## src/rtl/alu_pkg.sv

```systemverilog
// Shared definitions for the ALU and its two-requester arbiter:
// function codes and response-stage state encoding.
package alu_pkg;

  localparam int unsigned FUNC_W = 3;

  localparam logic [FUNC_W-1:0] ALU_ADD  = 3'd0;
  localparam logic [FUNC_W-1:0] ALU_SUB  = 3'd1;
  localparam logic [FUNC_W-1:0] ALU_AND  = 3'd2;
  localparam logic [FUNC_W-1:0] ALU_OR   = 3'd3;
  localparam logic [FUNC_W-1:0] ALU_NOR  = 3'd4;
  localparam logic [FUNC_W-1:0] ALU_SLT  = 3'd5;
  localparam logic [FUNC_W-1:0] ALU_PASS = 3'd6;
  localparam logic [FUNC_W-1:0] ALU_ZERO = 3'd7;

  typedef enum logic {
    ST_EMPTY = 1'b0,
    ST_FULL  = 1'b1
  } state_t;

endpackage

```

## src/rtl/alu_share_arbiter_alu.sv

```systemverilog
// Combinational ALU shared by both requesters; arithmetic wraps, SLT is unsigned.
module alu_share_arbiter_alu
  import alu_pkg::*;
#(
  parameter int unsigned size   = 32,
  parameter int unsigned func_w = alu_pkg::FUNC_W
) (
  input  logic [size-1:0]   a,
  input  logic [size-1:0]   b,
  input  logic [func_w-1:0] func,
  output logic [size-1:0]   out,
  output logic              zero_flag
);

  always_comb begin
    out = '0;
    case (func)
      func_w'(ALU_ADD):  out = a + b;
      func_w'(ALU_SUB):  out = a - b;
      func_w'(ALU_AND):  out = a & b;
      func_w'(ALU_OR):   out = a | b;
      func_w'(ALU_NOR):  out = ~(a | b);
      func_w'(ALU_SLT):  out = size'(a < b);
      func_w'(ALU_PASS): out = b;
      default:           out = '0;
    endcase
  end

  assign zero_flag = (out == '0);

endmodule

```

## src/rtl/alu_share_arbiter.sv

```systemverilog
// Round-robin share of one ALU between two valid/ready requesters with a
// single registered result stage that supports back-to-back issue.
module alu_share_arbiter #(
  parameter int unsigned SIZE   = 32,
  parameter int unsigned FUNC_W = alu_pkg::FUNC_W
) (
  input  logic              clk,
  input  logic              reset,
  input  logic              req0_valid,
  output logic              req0_ready,
  input  logic [SIZE-1:0]   req0_a,
  input  logic [SIZE-1:0]   req0_b,
  input  logic [FUNC_W-1:0] req0_func,
  input  logic              req1_valid,
  output logic              req1_ready,
  input  logic [SIZE-1:0]   req1_a,
  input  logic [SIZE-1:0]   req1_b,
  input  logic [FUNC_W-1:0] req1_func,
  output logic              rsp_valid,
  input  logic              rsp_ready,
  output logic [SIZE-1:0]   rsp_out,
  output logic              rsp_zero,
  output logic              rsp_id
);
  import alu_pkg::*;

  state_t            state_q, state_d;
  logic              rr_ptr_q;
  logic              can_accept;
  logic              grant;
  logic              accept;
  logic [SIZE-1:0]   op_a, op_b;
  logic [FUNC_W-1:0] op_func;
  logic [SIZE-1:0]   alu_out;
  logic              alu_zero;

  // Grant: a lone requester wins; under contention the round-robin pointer decides.
  always_comb begin
    grant = rr_ptr_q;
    if (req0_valid && !req1_valid) grant = 1'b0;
    else if (req1_valid && !req0_valid) grant = 1'b1;
  end

  assign can_accept = !reset && ((state_q == ST_EMPTY) || rsp_ready);
  assign req0_ready = can_accept && (grant == 1'b0);
  assign req1_ready = can_accept && (grant == 1'b1);
  assign accept     = (req0_valid && req0_ready) || (req1_valid && req1_ready);

  assign op_a    = grant ? req1_a    : req0_a;
  assign op_b    = grant ? req1_b    : req0_b;
  assign op_func = grant ? req1_func : req0_func;

  alu_share_arbiter_alu #(
    .size  (SIZE),
    .func_w(FUNC_W)
  ) u_alu (
    .a        (op_a),
    .b        (op_b),
    .func     (op_func),
    .out      (alu_out),
    .zero_flag(alu_zero)
  );

  // Result-stage occupancy: an accept always fills, a drain without accept empties.
  always_comb begin
    state_d = state_q;
    case (state_q)
      ST_EMPTY: if (accept) state_d = ST_FULL;
      ST_FULL:  if (rsp_ready && !accept) state_d = ST_EMPTY;
      default:  state_d = ST_EMPTY;
    endcase
  end

  always_ff @(posedge clk) begin
    if (reset) begin
      state_q  <= ST_EMPTY;
      rr_ptr_q <= 1'b0;
      rsp_out  <= '0;
      rsp_zero <= 1'b0;
      rsp_id   <= 1'b0;
    end else begin
      state_q <= state_d;
      if (accept) begin
        rr_ptr_q <= ~rr_ptr_q;
        rsp_out  <= alu_out;
        rsp_zero <= alu_zero;
        rsp_id   <= grant;
      end
    end
  end

  assign rsp_valid = (state_q == ST_FULL);

  // A pending request must hold its valid and payload until it is taken.
  a_req0_hold: assert property (@(posedge clk) disable iff (reset)
    (req0_valid && !req0_ready) |=> (req0_valid && $stable(req0_a) &&
                                     $stable(req0_b) && $stable(req0_func)));
  a_req1_hold: assert property (@(posedge clk) disable iff (reset)
    (req1_valid && !req1_ready) |=> (req1_valid && $stable(req1_a) &&
                                     $stable(req1_b) && $stable(req1_func)));

endmodule
```

## config.mk

```make
export PLATFORM = sky130hd
export DESIGN_NAME = alu_share_arbiter
export DESIGN_NICKNAME = d
export VERILOG_FILES = /design/src/rtl/alu_pkg.sv /design/src/rtl/alu_share_arbiter_alu.sv /design/src/rtl/alu_share_arbiter.sv
export SDC_FILE = /design/constraint.sdc
export NUM_CORES = 1
export LEC_CHECK = 0
export CORE_MARGIN = 2
export CORE_UTILIZATION = 47
export CTS_BUF_LIST = sky130_fd_sc_hd__clkbuf_8
export CTS_CLUSTER_DIAMETER = 120
export DETAILED_ROUTE_END_ITERATION = 10
export PLACE_DENSITY = 0.82
export SYNTH_ARGS = -nofsm -noshare
export SYNTH_HDL_FRONTEND = slang
export SYNTH_HIERARCHICAL = 1
export SYNTH_SLANG_ARGS = --single-unit
```

## constraint.sdc

```tcl
create_clock -name clk -period 7.55 [get_ports clk]
set_clock_uncertainty 0.1 [all_clocks]
set_input_delay 1.1325 -clock clk [delete_from_list [all_inputs] [get_ports clk]]
set_output_delay 1.1325 -clock clk [all_outputs]
set_load 0.03 [all_outputs]
```

==> results of run 1 <==
## layout by cell type, fill, tap and decap left out, drive strengths merged, types with 8 or more instances in the layout
master / n
clkdlybuf4s50: 175
a21oi: 113
nor2: 105
ha: 101
inv: 95
o21ai: 82
mux2: 75
nand2: 54
dfxtp: 36
nand3b: 34
buf: 26
mux2i: 25
nor3: 21
a31oi: 19
nand3: 16
o22ai: 16
a211oi: 15
a21o: 14
o22a: 13
o211ai: 11
xnor2: 11
nor2b: 11
nor4: 11
o31ai: 11
nand2b: 9
o2111ai: 8
a221o: 8
or3: 8
o21bai: 8
## cells by family (layout without fill, tap and decap cells)
family	after synthesis	after routing	synth area share
AOI/OAI and AO/OA	394	394	0.3184
and+or+nand+nor	314	314	0.1958
buffers and inverters	185	306	0.09017
adders and majority gates	104	104	0.1582
muxes	101	101	0.1380
DFF	36	36	0.08671
xor gates and xnor gates	12	12	0.01264
## worst paths after layout
path	endpoint	slack [ns]	cells past startpoint
setup / recovery	rsp_zero	0.91	18
hold / removal	rsp_out[19]	0.38	2
setup reg to reg	rsp_zero	1.90	17
hold reg to reg	rsp_out[19]	0.38	2
## power groups by stage
stage          sequential (mW)  combinational (mW)  clock (mW)
2_1_floorplan            0.285               0.833           0
5_1_grt                  0.234                1.41       0.146
6_report                 0.230                1.31       0.136
4_1_cts                  0.231                1.28       0.138
3_3_place_gp             0.233                1.26           0
3_5_place_dp             0.235                1.27           0
## area by class of cell
class / count / area, µm²
clock inverters: 3 / 18.77
repair buffers: 201 / 1947
flip-flops and latches: 36 / 720.7
fillers: 1642 / 7044
clock buffers: 5 / 68.82
multi-input cells: 925 / 6852
well taps: 225 / 281.5
inverters: 97 / 364.1
## registers in the layout (all words and copies together), names as in the netlist
register	flops
rr_ptr_q	1
rsp_id	1
rsp_out	32
rsp_valid	1
rsp_zero	1
## per-layer routing
metal | vias up | wire length, µm
met5 | - | 0
met1 | 4376 | 13070
met4 | 0 | 484
met3 | 39 | 3234
li1 | 4456 | -
met2 | 526 | 12210
## metrics by stage
step	setup slack (ns)	cells
finish	0.9112	1492
global route	0.6217	1492
CTS	0.9987	1492
detailed placement	0.7041	1484
global placement	0.8096	1484
floorplan	2.018	1146
## worst reg2reg max path, cell delays in order, from the launching register on
cell and delay, ns:
sky130_fd_sc_hd__dfxtp_1 0.39, sky130_fd_sc_hd__maj3_4 0.53, sky130_fd_sc_hd__mux2_2 0.44, sky130_fd_sc_hd__inv_1 0.09
sky130_fd_sc_hd__ha_1 0.39, sky130_fd_sc_hd__or4_1 0.66, sky130_fd_sc_hd__nor4b_2 0.33, sky130_fd_sc_hd__o31ai_2 0.15
sky130_fd_sc_hd__a31oi_1 0.39, sky130_fd_sc_hd__o41a_1 0.35, sky130_fd_sc_hd__a211oi_2 0.12, sky130_fd_sc_hd__xnor2_1 0.14
sky130_fd_sc_hd__a221o_1 0.39, sky130_fd_sc_hd__or4_1 0.48, sky130_fd_sc_hd__nor4b_1 0.24, sky130_fd_sc_hd__and4b_1 0.22
sky130_fd_sc_hd__nand3b_1 0.07, sky130_fd_sc_hd__a21oi_1 0.12
==> summary.txt, run 1 <==
Die
  • Die Y: 137.0 µm
  • Count of pins on the block boundary: ~180
  • Core Rows: between 40 and 50
  • DIE AREA: 18,760 µm²
  • Chip width: roughly 140 µm
  • Starting utilization of the core area: 0.4805
  • Standard cell core area: between 15,000 and 20,000 µm²

STA
  • Achievable clock frequency: between 150 and 200 MHz
  • Slew of the pin with the lowest slew margin: between 1 and 1.5 ns
  • Headroom to the max-slew limit: 0.1980
  • Final setup violation count: 0
  • Share of the clock period used by the worst path: 0.8793
  • Clock period minus final worst setup slack: around 6.6 ns
  • Final hold vios: 0
  • Slew Limit Fails: 0
  • RSZ-0062 raised after global routing: no
  • Min Hold Slack: about 0.38 ns
  • Setup Total Neg Slack: 0 ns

Pwr
  • Worst IR drop on VDD: 0.0001327 V
  • Combinational fraction of design power: 0.782
  • Power Internal: ~800 µW
  • Power per unit of standard cell area: around 160 nW/µm²
  • Final total power: 1.681 mW
  • Portion of total power attributed to sequential cells: 0.137
  • Clock network fraction of design power: 0.081
  • Switching pwr: slightly below 900 µW
  • Leak pwr: between 4 and 5 nW
  • Switching share of power: 0.5213

Clock network
  • TritonCTS clock tree: yes
  • CTS Hold Buffers Added: 0
  • Number of gates given a new drive strength after cts: 0
  • Number of buffers inserted to repair setup after CTS: 0
  • Maximum number of buffers from clock root to sink: 2
  • Total number of H-tree levels: 2
  • Clock insertion delay at the later pin of the skew report: just under 0.3 ns
  • Clock transition at path regs: 0.08 ns
  • Clock root buffer: sky130_fd_sc_hd__clkbuf_8
  • Clock buffer count from CTS: 5
  • Sink count of the clock tree: 36

Final layout
  • Area growth from synthesis to layout: 23.35%
  • # diodes: 0
  • Net count reported at finish: ~1,500
  • Fin util: 0.5927
  • Non-Filler Cell Area, Final: slightly above 10,000 µm²
  • Ratio of cells with drive above 1 in the final layout: 0.1129

Worst hold path
  • Origin of the worst min-delay path: rsp_out[19]
  • Hold crit path type: reg -> reg

Critical path
  • Data required time of the critical path: ~7.7 ns
  • CP cell instances: clkdlybuf4s50_1, maj3_4, mux2_2, inv_1, ha_1, or4_1, nor4b_2, o31ai_2, a31oi_1, o41a_1, a211oi_2, xnor2_1, a221o_1, or4_1, nor4b_1, and4b_1, nand3b_1, a21oi_1
  • Data arrival time at the worst-slack endpoint: around 6.8 ns
  • Delay-heaviest family, CP: simple AND/OR/NAND/NOR gates
  • Critical path fanouts, max: 37
  • Source of the critical timing path: req1_valid
  • Element type at the critical path start: input port
  • Critical Path Slowest Stage Cell: sky130_fd_sc_hd__or4_1
  • Critical register-to-register path startpoint: rr_ptr_q
  • Worst Path Class, Setup: in -> reg
  • Cell mode on critical path: sky130_fd_sc_hd__or4_1
  • Endpoint kind of the worst setup timing path: flip-flop
  • Largest stage delay, worst path: 0.66 ns
  • Sum of buffers and inverters on the critical path: 2

Yosys
  • Count of unique library cells instantiated by Yosys: 90
  • Post-synthesis average cell area: 7.253 µm²
  • Gate Count Post-Synth: around 1,100
  • Top-count cell post-synth: sky130_fd_sc_hd__a21oi_1
  • Post-Synthesis Cell Area: about 8300 µm²
  • Number of enable flip-flop cells after synthesis: 0
  • Yosys top cell area share: 0.1520
  • Most frequent cells after synthesis: sky130_fd_sc_hd__a21oi_1 (113), sky130_fd_sc_hd__nor2_1 (105), sky130_fd_sc_hd__ha_1 (101)
  • Sequential element share of the synthesized area: 0.08671
  • Fraction of synthesis flops using an asynchronous set or reset pin: 0
  • Number of flip-flops and latches in the synthesized netlist: 36
  • Post-Synthesis Net Count: roughly 1,400
  • Yosys warnings: 6
  • Leading cell types by total area after synthesis: sky130_fd_sc_hd__ha_1 (15%), sky130_fd_sc_hd__mux2_2 (9.1%), sky130_fd_sc_hd__dfxtp_1 (8.7%), sky130_fd_sc_hd__a21oi_1 (6.8%), sky130_fd_sc_hd__nor2_1 (4.7%)
  • Main synth FF type: sky130_fd_sc_hd__dfxtp_1
  • Cell type with the highest aggregate area in the netlist: sky130_fd_sc_hd__ha_1

Placement
  • Placement-stage cell area: just over 10,000 µm²
  • Count of buffers inserted at the top-level ports: around 180
  • Half-perimeter wire length after detailed placement: between 20 and 25 mm
  • Routability congestion estimate: between 1 and 1.5

Flow run
  • Max-capacitance violation count: 0

Detailed routing
  • Number of search-and-repair iterations in the first detailed-routing pass: 5
  • Number of vias after detailed routing: approximately 9,400
  • Vias per inst: ~6.3
  • Drc violations: 0
  • Starting DRC count in detailed routing: ~900
  • Number of routed nets with antenna violations: 0
  • Total wire length: a little under 30 mm
  • Wire length per cell after detailed routing: slightly below 20 µm

Global route
  • Wire length of the first global-routing pass: about 45 mm
  • Grt met3 use: 0.06963
  • Layer with the highest usage after global routing: met2
  • Antenna violations before repair: 0
  • Maximum number of pins on one net before global-route repair: between 60 and 70
  • Global route total overflow: 0
  • Global Route met2 Usage: 0.4489
  • Vias in the first global route: roughly 8,500
  • Overall fraction of global-route tracks in use: 0.2999
  • Met1 Track Usage GR: 0.4317

Status
  • Status: completed
Note: power is estimated with default switching activity, not from simulation.
==> inputs of run 2 (changes only) <==
--- a/config.mk
+++ b/config.mk
@@ -7,7 +7,6 @@
 export LEC_CHECK = 0
 export CORE_MARGIN = 2
 export CORE_UTILIZATION = 47
-export CTS_BUF_LIST = sky130_fd_sc_hd__clkbuf_8
 export CTS_CLUSTER_DIAMETER = 120
 export DETAILED_ROUTE_END_ITERATION = 10
 export PLACE_DENSITY = 0.82
==> run 2 against run 1 <==
Flip-flop and latch count did not move. Wire length barely moved. Maximum frequency barely moved. Final cell count did not move. Utilization rose by 0.33 points. Global-route usage rose by 0.098 points. Clock power rose by 47%. Design area rose by 0.55%. Die area did not move. Register-to-register slack barely moved. First-iteration DRC count rose by 2.7%. Total power rose by 3.7%. Critical path type unchanged. Largest power group unchanged.
==> summary.txt, run 2 (synthesized netlist as in run 1, its figures left out) <==
Die
  • Chip width: 137.0 µm (unchanged)
  • Count of pins on the block boundary: 176 (unchanged)
  • Die Y: 137.0 µm (unchanged)
  • Core Rows: 48 (unchanged)
  • DIE AREA: 18,760 µm² (unchanged)
  • Starting utilization of the core area: 0.4805 (unchanged)
  • Standard cell core area: 17,300 µm² (unchanged)

Final layout
  • Fin util: 0.5960 (+0.003255)
  • Register area: 720.7 µm² (unchanged)
  • # diodes: 0 (unchanged)
  • Flip-flop count of the largest register after layout: 32 (unchanged)
  • Ratio of cells with drive above 1 in the final layout: 0.1129 (unchanged)
  • Most frequent cells in the layout: sky130_fd_sc_hd__clkdlybuf4s50_1 (175), sky130_fd_sc_hd__a21oi_1 (113), sky130_fd_sc_hd__nor2_1 (103)
  • Layout fillers: 1,633 (-0.55%)
  • Area of combinational cells with multiple inputs: 6852 µm² (unchanged)
  • Top register by number of flip-flops: rsp_out
  • Layout Cells excl Fill: 1,492 (unchanged)
  • Commonest non-fill, non-tap cell in the layout: sky130_fd_sc_hd__clkdlybuf4s50_1
  • Area growth from synthesis to layout: 24.02%
  • Net count reported at finish: 1,508 (unchanged)
  • Non-Filler Cell Area, Final: 10,310 µm² (+0.55%)

STA
  • RSZ-0062 raised after global routing: no
  • Headroom to the max-slew limit: 0.2002 (+0.002188)
  • Slew of the pin with the lowest slew margin: 1.190 ns (-0.003256 ns)
  • Final hold vios: 0 (unchanged)
  • Setup Total Neg Slack: 0 ns (unchanged)
  • Min Hold Slack: 0.3730 ns (-0.002647 ns)
  • Slew Limit Fails: 0 (unchanged)
  • Final setup violation count: 0 (unchanged)
  • Achievable clock frequency: 150.6 MHz (about the same)
  • Final worst slack: 0.9112 ns (-0.00006500 ns)
  • Share of the clock period used by the worst path: 0.8793 (about the same)
  • Clock period minus final worst setup slack: 6.639 ns (+0.00006500 ns)

Placement
  • Number of cells after detailed placement: 1,484 (unchanged)
  • Placement-stage cell area: 10,160 µm² (unchanged)
  • Routability congestion estimate: 1.010 (unchanged)
  • Count of buffers inserted at the top-level ports: 175 (unchanged)
  • Half-perimeter wire length after detailed placement: 22.97 mm (unchanged)
  • Worst slack at placement: 0.7041 ns (unchanged)

Clock network
  • Number of buffers inserted to repair setup after CTS: 0 (unchanged)
  • Total number of H-tree levels: 2 (unchanged)
  • TritonCTS clock tree: yes
  • Clock insertion delay at the later pin of the skew report: 0.28 ns (about the same)
  • Number of gates given a new drive strength after cts: 0 (unchanged)
  • Clock transition at path regs: 0.06 ns (-0.02 ns)
  • Sink count of the clock tree: 36 (unchanged)
  • Clock buffer count from CTS: 5 (unchanged)
  • CTS Hold Buffers Added: 0 (unchanged)
  • Clock root buffer: sky130_fd_sc_hd__clkbuf_16
  • Maximum number of buffers from clock root to sink: 2 (unchanged)

Global route
  • Global route total overflow: 0 (unchanged)
  • Maximum number of pins on one net before global-route repair: 69 (unchanged)
  • Overall fraction of global-route tracks in use: 0.3009 (+0.0009843)
  • Vias in the first global route: 8,513 (+0.24%)
  • Wire length of the first global-routing pass: 45.10 mm (+0.39%)
  • Antenna violations before repair: 0 (unchanged)

Status
  • Status: completed

Critical path
  • Endpoint kind of the worst setup timing path: flip-flop
  • Data required time of the critical path: 7.67 ns (about the same)
  • Data arrival time at the worst-slack endpoint: 6.76 ns (about the same)
  • Largest stage delay, worst path: 0.65 ns (about the same)
  • Worst Path Class, Setup: in -> reg
  • Critical path fanouts, max: 37 (unchanged)
  • Sum of buffers and inverters on the critical path: 2 (unchanged)
  • Critical Path Slowest Stage Cell: sky130_fd_sc_hd__or4_1
  • Cell mode on critical path: sky130_fd_sc_hd__or4_1
  • CP cell instances: clkdlybuf4s50_1, maj3_4, mux2_2, inv_1, ha_1, or4_1, nor4b_2, o31ai_2, a31oi_1, o41a_1, a211oi_2, xnor2_1, a221o_1, or4_1, nor4b_1, and4b_1, nand3b_1, a21oi_1
  • Element type at the critical path start: input port
  • Delay-heaviest family, CP: simple AND/OR/NAND/NOR gates

Pwr
  • Worst IR drop on VDD: 0.0002174 V (+64%)
  • Leak pwr: 4.271 nW (+0.60%)
  • Final total power: 1.742 mW (+3.7%)
  • Power per unit of standard cell area: 169.0 nW/µm² (+3.1%)

Worst hold path
  • Hold crit path type: reg -> reg

Detailed routing
  • Total wire length: 28.97 mm (about the same)
  • Drc violations: 0 (unchanged)
  • Number of search-and-repair iterations in the first detailed-routing pass: 6 (+1)
  • Number of routed nets with antenna violations: 0 (unchanged)
  • Wire length per cell after detailed routing: 19.42 µm (about the same)
  • Vias per inst: 6.268 (-0.48%)
  • Starting DRC count in detailed routing: 922 (+2.7%)
  • Number of vias after detailed routing: 9,352 (-0.48%)

Flow run
  • Max-capacitance violation count: 0 (unchanged)
run 2: area by class of cell:
class / count / area share
sequential: 36 / 0.06991
tap: 225 / 0.02731
inverter: 97 / 0.03532
multi-input combinational: 925 / 0.6646
clock buffer: 5 / 0.01214
timing repair buffer: 201 / 0.1889
clock inverter: 3 / 0.001821
run 2: routing by layer:
layer / GRT usage / up-vias / share of wire / routed length [µm]
met5: 0 / - / 0 / 0
met4: 0.06987 / 0 / 0.017 / 487
met3: 0.07074 / 37 / 0.11 / 3241
met2: 0.4514 / 512 / 0.42 / 12180
met1: 0.4322 / 4337 / 0.45 / 13070
li1: - / 4466 / - / -
run 2: worst reg2reg max path, cell delays in order (launching register included):
cell	delay, ns
sky130_fd_sc_hd__dfxtp_1	0.41
sky130_fd_sc_hd__maj3_4	0.54
sky130_fd_sc_hd__mux2_2	0.44
sky130_fd_sc_hd__inv_1	0.09
sky130_fd_sc_hd__ha_1	0.38
sky130_fd_sc_hd__or4_1	0.65
sky130_fd_sc_hd__nor4b_2	0.34
sky130_fd_sc_hd__o31ai_2	0.15
sky130_fd_sc_hd__a31oi_1	0.39
sky130_fd_sc_hd__o41a_1	0.33
sky130_fd_sc_hd__a211oi_2	0.11
sky130_fd_sc_hd__xnor2_1	0.14
sky130_fd_sc_hd__a221o_1	0.39
sky130_fd_sc_hd__or4_1	0.48
sky130_fd_sc_hd__nor4b_1	0.25
sky130_fd_sc_hd__and4b_1	0.22
sky130_fd_sc_hd__nand3b_1	0.07
sky130_fd_sc_hd__a21oi_1	0.13
run 2: worst paths after layout:
check	startpoint	end	slack, ns	depth (start not counted)
worst max-delay path	req1_valid	rsp_zero	0.91	18
worst min register to register	rsp_out[19]	rsp_out[19]	0.37	2
worst max register to register	rr_ptr_q	rsp_zero	1.89	17
worst min-delay path	rsp_out[19]	rsp_out[19]	0.37	2
run 2: report_power, final:
part           leakage [nW]  switching (mW)  total (mW)  internal (mW)
combinational          3.90           0.788        1.31          0.523
sequential            0.296          0.0136       0.231          0.217
clock                0.0736          0.0787       0.200          0.121
total                  4.27           0.880        1.74          0.862
